### src/rtl/gh_uart_rx_deser.sv
// rtl/gh_uart_rx_deser.sv - UART RX deserializer, 16x oversampled, optional parity via UART_RX_PARITY_EN
module gh_uart_rx_deser #(
  parameter int size = 8
) (
  input  logic            clk,
  input  logic            rst,
  input  logic            brc16,
  input  logic            sdin,
  input  logic            parity_odd,
  output logic [size-1:0] D,
  output logic            load,
  output logic            frame_err,
  output logic            parity_err,
  output logic            busy
);

  localparam int IDX_W = (size > 1) ? $clog2(size) : 1;
  localparam logic [IDX_W-1:0] LAST_IDX = IDX_W'(size - 1);

  typedef enum logic [2:0] {
    S_IDLE,
    S_START,
    S_DATA,
`ifdef UART_RX_PARITY_EN
    S_PARITY,
`endif
    S_STOP,
    S_WAIT_HI
  } state_t;

  state_t            state_q, state_d;
  logic [3:0]        cnt_q, cnt_d;
  logic [IDX_W-1:0]  idx_q, idx_d;
  logic [size-1:0]   shift_q, shift_d;
  logic [size-1:0]   d_q, d_d;
  logic              load_q, load_d;
  logic              frame_err_q, frame_err_d;
  logic              busy_q, busy_d;
  logic              sync1_q, sdin_s_q;

`ifdef UART_RX_PARITY_EN
  logic              par_bit_q, par_bit_d;
  logic              parity_err_q, parity_err_d;
`else
  logic              unused_parity_odd;
  assign unused_parity_odd = parity_odd;
`endif

  // Two-flop synchronizer for the asynchronous serial line; idles high out of reset
  always_ff @(posedge clk or negedge rst) begin
    if (!rst) begin
      sync1_q  <= 1'b1;
      sdin_s_q <= 1'b1;
    end else begin
      sync1_q  <= sdin;
      sdin_s_q <= sync1_q;
    end
  end

  // Frame sequencing: all state moves happen only on brc16 ticks
  always_comb begin
    state_d     = state_q;
    cnt_d       = cnt_q;
    idx_d       = idx_q;
    shift_d     = shift_q;
    d_d         = d_q;
    load_d      = 1'b0;
    frame_err_d = frame_err_q;
`ifdef UART_RX_PARITY_EN
    par_bit_d    = par_bit_q;
    parity_err_d = parity_err_q;
`endif
    if (brc16) begin
      case (state_q)
        S_IDLE: begin
          if (!sdin_s_q) begin
            cnt_d   = 4'd0;
            state_d = S_START;
          end
        end
        S_START: begin
          // Re-check the line at mid start bit to reject short glitches
          if (cnt_q == 4'd7) begin
            cnt_d = 4'd0;
            if (!sdin_s_q) begin
              idx_d   = '0;
              state_d = S_DATA;
            end else begin
              state_d = S_IDLE;
            end
          end else begin
            cnt_d = cnt_q + 4'd1;
          end
        end
        S_DATA: begin
          if (cnt_q == 4'd15) begin
            shift_d = {sdin_s_q, shift_q[size-1:1]};
            cnt_d   = 4'd0;
            if (idx_q == LAST_IDX) begin
`ifdef UART_RX_PARITY_EN
              state_d = S_PARITY;
`else
              state_d = S_STOP;
`endif
            end else begin
              idx_d = idx_q + 1'b1;
            end
          end else begin
            cnt_d = cnt_q + 4'd1;
          end
        end
`ifdef UART_RX_PARITY_EN
        S_PARITY: begin
          if (cnt_q == 4'd15) begin
            par_bit_d = sdin_s_q;
            cnt_d     = 4'd0;
            state_d   = S_STOP;
          end else begin
            cnt_d = cnt_q + 4'd1;
          end
        end
`endif
        S_STOP: begin
          // Publish at mid-stop so a following start edge half a bit later is caught
          if (cnt_q == 4'd15) begin
            d_d         = shift_q;
            frame_err_d = ~sdin_s_q;
`ifdef UART_RX_PARITY_EN
            parity_err_d = (^shift_q) ^ par_bit_q ^ parity_odd;
`endif
            load_d      = 1'b1;
            cnt_d       = 4'd0;
            state_d     = sdin_s_q ? S_IDLE : S_WAIT_HI;
          end else begin
            cnt_d = cnt_q + 4'd1;
          end
        end
        S_WAIT_HI: begin
          // Break or framing error: hold off until the line recovers high
          if (sdin_s_q) state_d = S_IDLE;
        end
        default: state_d = S_IDLE;
      endcase
    end
    busy_d = (state_d != S_IDLE);
  end

  // State and registered outputs
  always_ff @(posedge clk or negedge rst) begin
    if (!rst) begin
      state_q     <= S_IDLE;
      cnt_q       <= 4'd0;
      idx_q       <= '0;
      shift_q     <= '0;
      d_q         <= '0;
      load_q      <= 1'b0;
      frame_err_q <= 1'b0;
      busy_q      <= 1'b0;
    end else begin
      state_q     <= state_d;
      cnt_q       <= cnt_d;
      idx_q       <= idx_d;
      shift_q     <= shift_d;
      d_q         <= d_d;
      load_q      <= load_d;
      frame_err_q <= frame_err_d;
      busy_q      <= busy_d;
    end
  end

`ifdef UART_RX_PARITY_EN
  // Parity capture and error flag
  always_ff @(posedge clk or negedge rst) begin
    if (!rst) begin
      par_bit_q    <= 1'b0;
      parity_err_q <= 1'b0;
    end else begin
      par_bit_q    <= par_bit_d;
      parity_err_q <= parity_err_d;
    end
  end
  assign parity_err = parity_err_q;
`else
  assign parity_err = 1'b0;
`endif

  assign D         = d_q;
  assign load      = load_q;
  assign frame_err = frame_err_q;
  assign busy      = busy_q;

endmodule

### config.mk
export PLATFORM = sky130hd
export DESIGN_NAME = gh_uart_rx_deser
export DESIGN_NICKNAME = d
export VERILOG_FILES = /design/src/rtl/gh_uart_rx_deser.sv
export SDC_FILE = /design/constraint.sdc
export NUM_CORES = 1
export LEC_CHECK = 0
export ABC_AREA = 1
export CAP_MARGIN = 40
export CORE_MARGIN = 5
export CORE_UTILIZATION = 58
export CTS_CLUSTER_SIZE = 10
export DETAILED_ROUTE_END_ITERATION = 8
export GPL_TIMING_DRIVEN = 0
export PLACE_DENSITY = 0.82
export SYNTH_ARGS = -nofsm -noshare
export SYNTH_HDL_FRONTEND = slang
export SYNTH_SLANG_ARGS = --single-unit
### constraint.sdc
create_clock -name clk -period 2.8 [get_ports clk]
set_input_delay 0.84 -clock clk [delete_from_list [all_inputs] [get_ports clk]]
set_output_delay 0.84 -clock clk [all_outputs]
set_load 0.01 [all_outputs]
## Yosys cells after proc, flatten, opt, wreduce, memory -nomap -nowiden

Cells that the tools add are included.

- Flip-flop bits (word level): 31
- Latch bits: 0
- RAM bits: 0
- ROM bits: 0
- Input bits: 5
- Output and inout bits: 12
- Logic and storage cells: 56
- Memories kept: 0

- Add/sub/neg operators: 2
- $mul: 0
- Div/mod/pow operators: 0
- Magnitude comparators: 0
- Eq/ne operators: 12
- Shift-type cells: 0
- Multiplexer cells: 22
- Bitwise gates (word level): 1
- Reductions and logical operators: 9

Operators with widths:

| cell | count |
|---|---|
| 2-to-1 mux 3 bit | 12 |
| one-hot mux 3 bit (5 select lines) | 1 |
| 2-to-1 mux 4 bit | 3 |
| one-hot mux 4 bit (3 select lines) | 1 |
| inequality test 2 bit (second input constant) | 5 |
| AND reduction 3 bit | 3 |
| equality test 3 x 2 -> 1 bit (second input constant) | 2 |
| equality test 3 bit (second input constant) | 2 |
| one-hot mux 3 bit (2 select lines) | 1 |
| AND reduction 6 bit | 1 |
| nonzero test 3 bit | 2 |
| adder 4 x 1 -> 4 bit (second input constant) | 1 |
| equality test 4 x 3 -> 1 bit (second input constant) | 1 |
| equality test 4 bit (second input constant) | 1 |
| adder 3 x 1 -> 3 bit (second input constant) | 1 |
| equality test 3 x 1 -> 1 bit (second input constant) | 1 |
| logical NOT 3 bit | 1 |
| 2-to-1 mux 1 bit | 3 |
| 2-to-1 mux 2 bit | 1 |
| nonzero test 2 bit | 1 |
| OR reduction 2 bit | 1 |
| NOT 1 bit | 1 |

## Depth between registers and ports, before layout

- Depth in word-level cells: 6
- Depth in mapped cells: 9
- Depth with buffers taken out: 9

## Worst setup path after synthesis

No wires, ideal clock.

- Path kind: input to register
- Start: input brc16
- End: register idx_q[0]
- Setup time: 0.122 ns
- Arrival: 1.402 ns
- Required time: 2.678 ns
- Setup slack: 1.276 ns
- Cell stages on the path: 6
- Path buffers: 1
- Path through: buf_6 -> nand2_4 -> nor2_8 -> nand2_1 -> nand3_1 -> o21ai_1

- Word-level cells in the longest chain between the ends: 1

RTL lines:

| what | line | source |
|---|---|---|
| start, declared | 7 | `input logic brc16,` |
| AND reduction 6 bit (no source line) | n/a |  |
| end signal, assigned | 162 | `idx_q <= idx_d;` |
| end, declared | 33 | `logic [IDX_W-1:0] idx_q, idx_d;` |

No other way between the ends.
A chain may end at the register's enable or synchronous reset.

## Worst setup path after layout

- Start: register d_q[3] (netlist: D[3])
- End: output D[3]

RTL lines:

| what | line | source |
|---|---|---|
| start, declared | 35 | `logic [size-1:0] d_q, d_d;` |
| start signal, assigned | 155 | `d_q <= '0;` |
| start signal, assigned | 164 | `d_q <= d_d;` |
| end, declared | 10 | `output logic [size-1:0] D,` |

No word-level cell between the ends.

==> reports/qor.yml <==
status: "finished clean"
leakage_nw: 0.9456
antenna_found_initial: 0
clock.fmax_mhz: 481.3
final_antenna_net_count: 0
power_per_cell_area_mw_per_mm2: 568.4
synthDistinctLibCells: 22
clock_skew_ps: 3.938
clkTransAtPathRegs_ps: 90
grt_pass1_wl_mm: 4.857
postSynthCellCount: 168
synth_fa_ha_area_frac: 0.02545
switching_share: 0.2762
tns_ps: 0
cts_tree: "built"
numClockSinks: 31
synth.area.mux_share: 0
cts_setup_buffers: 0
critPathBufInv: 1
synth_warnings: 0
clkPwrFrac: 0.339
hold_path.class: "reg -> reg"
crit_required_ps: 1960
finalHoldViolCount: 0
drt-total-wl_mm: 2.770
rsz0062_at_grt: "false"
critical_path.max_stage_delay_ps: 540
die_height_um: 60.43
fp-row-count: 18
cts_hold_buf: 0
antenna_cells: 0
finalWeightedCongestion: 0.8996
ys_ff_latch: 31
clk_latency_ps: 340
p_switching_w: 0.0002739
post_cts_resize_count: 0
cts_buffer_depth: 2
root_buffer: "clkbuf_4"
htreeDepth: 2
syn2layout_area_growth_pct: 18.24
seq_power_share: 0.513
start_util: 0.6009
die_area_sq_mm: 0.003652
worstPathMaxFanout: 2
arrival_ps: 1240
place_hpwl_mm: 2.044
multi_input_area_sq_um: 560.5
crit_path_start_kind: "flip-flop"
core_sq_mm: 0.002455
numCtsBuffers: 5
drv_slew: 0
grt_pass1_vias: 1172
drive_gt1_frac: 0.1579
syn_area_sq_mm: 0.001475
drcViolationCount: 0
path_cells: "clkdlybuf4s50_1"
reg2reg_slack_ps: 1210
nFillCells: 176
finish.utilization: 0.7105
synth_compound_area_frac: 0.1145
placed_area_sq_mm: 0.001673
viasPerCell: 5.232
routedWlPerCell_um: 12.59
regArea_sq_um: 778.2
pwr-share-comb: 0.148
drt_iter0_drc: 58
setup_violations: 0
cp_top_family: "buffers and inverters"
p_int_w: 0.0007175
io_buffers: 13
fin_crit_ps: 2078
vdd_drop_max_mv: 0.5914
avgSynthCellArea_sq_um: 8.781
design_area_sq_mm: 0.001744
fin_ws_ps: 722.3
vias: 1151
cap_violations: 0
end_kind: "output pin"
overflow: 0
dp_slack_ps: 999.2
ios: 17
drtPass1Iterations: 4
die_x_um: 60.43
nNetsFinal: 198
grt.total_usage: 0.1872
synth_xor_area_frac: 0
critical_path_class: "reg -> out"
seq_area_frac_synth: 0.5276
finalCritPeriodShare: 0.7420
syn-num-nets: 176
cpMaxStageDelayCell: "clkdlybuf4s50_1"
synth_top_family_by_area: "simple AND/OR/NAND/NOR gates"
yosys.area_share.simple: 0.2375
grt_max_degree: 16
-- cell families after synthesis --
family                     after synthesis
adders and majority gates                3
and+or+nand+nor                         77
AOI/OAI and AO/OA                       27
other                                    1
DFF                                     31
buffers and inverters                   29
-- layout by cell type, fill, tap and decap left out --
master           count
nand2_1             46
dfrtp_1             29
inv_1               23
nor2_1              13
clkdlybuf4s50_1     13
o21ai_0             12
nand3_1             11
o21ai_2              9
a21oi_1              5
clkbuf_4             5
buf_6                3
ha_1                 3
nand2_4              2
buf_8                2
dfstp_2              2
nand3_2              1
nor3_2               1
clkinv_2             1
nor3_1               1
inv_2                1
nor2_8               1
nand4_1              1
o21ai_1              1
buf_4                1
conb_1               1
clkbuf_1             1
bufinv_16            1
-- metrics by stage --
step           total power (W)  hold slack, ps  cells
6_report             0.0009914           365.4    220
5_1_grt               0.001044           370.1    220
4_1_cts              0.0009991           365.9    220
3_5_place_dp         0.0006631           348.1    213
3_3_place_gp         0.0006470           346.5    211
2_1_floorplan        0.0006081           345.2    168
-- sequential cells by signal (all words and copies together), names as in the netlist --
name / cells
state_q: 3
load: 1
idx_q: 3
sync1_q: 1
busy: 1
shift_q: 8
cnt_q: 4
D: 8
frame_err: 1
sdin_s_q: 1
-- per-layer routing --
| layer | vias up | track usage | share of wire |
|---|---|---|---|
| met5 | - | 0 | 0 |
| met4 | 0 | 0.1455 | 0.035 |
| met3 | 10 | 0.04468 | 0.032 |
| met2 | 21 | 0.3040 | 0.49 |
| met1 | 551 | 0.2118 | 0.44 |
| li1 | 569 | - | - |
-- power groups by stage --
| stage | Sequential [W] | Combinational [W] | Clock (W) |
|---|---|---|---|
| after floorplan | 0.000512 | 0.0000965 | 0 |
| after global placement | 0.000514 | 0.000133 | 0 |
| after detailed placement | 0.000516 | 0.000147 | 0 |
| after CTS | 0.000507 | 0.000148 | 0.000344 |
| after global routing | 0.000512 | 0.000170 | 0.000362 |
| final | 0.000508 | 0.000147 | 0.000336 |
-- final timing paths --
kind | cells after the start | start | endpoint
min reg2reg | 0 | sync1_q | sdin_s_q
max reg2reg | 8 | cnt_q[0] | D[5]
max in group asynchronous | 3 | rst | sync1_q
min | 0 | sync1_q | sdin_s_q
max | 1 | D[3] | D[3]
min in group asynchronous | 1 | rst | cnt_q[1]
-- synth_stat cells --
| cell type | count | area share |
|---|---|---|
| nor3_2 | 1 | 0.0068 |
| conb_1 | 1 | 0.0025 |
| dfstp_2 | 2 | 0.036 |
| nand4_1 | 1 | 0.0042 |
| a21oi_1 | 5 | 0.017 |
| nor3_1 | 1 | 0.0034 |
| dfrtp_1 | 29 | 0.49 |
| nand2_4 | 2 | 0.015 |
| clkinv_2 | 1 | 0.0034 |
| ha_1 | 3 | 0.025 |
| nand3_1 | 11 | 0.037 |
| nor2_1 | 13 | 0.033 |
| nand2_1 | 46 | 0.12 |
| nor2_8 | 1 | 0.014 |
| o21ai_2 | 9 | 0.053 |
| nand3_2 | 1 | 0.0068 |
| o21ai_0 | 12 | 0.041 |
| inv_1 | 23 | 0.059 |
| inv_2 | 1 | 0.0025 |
| buf_4 | 1 | 0.0051 |
| o21ai_1 | 1 | 0.0034 |
| buf_6 | 3 | 0.023 |
-- cell type report --
class / instances / share of cell area
tap: 30 / 0.02152
timing repair buffer: 15 / 0.09182
multi-input combinational: 108 / 0.3214
sequential: 31 / 0.4462
buffer: 4 / 0.02367
inverter: 25 / 0.05452
clock inverter: 1 / 0.01722
clock buffer: 6 / 0.02367
No activity file was read; power rests on OpenSTA's default activity.
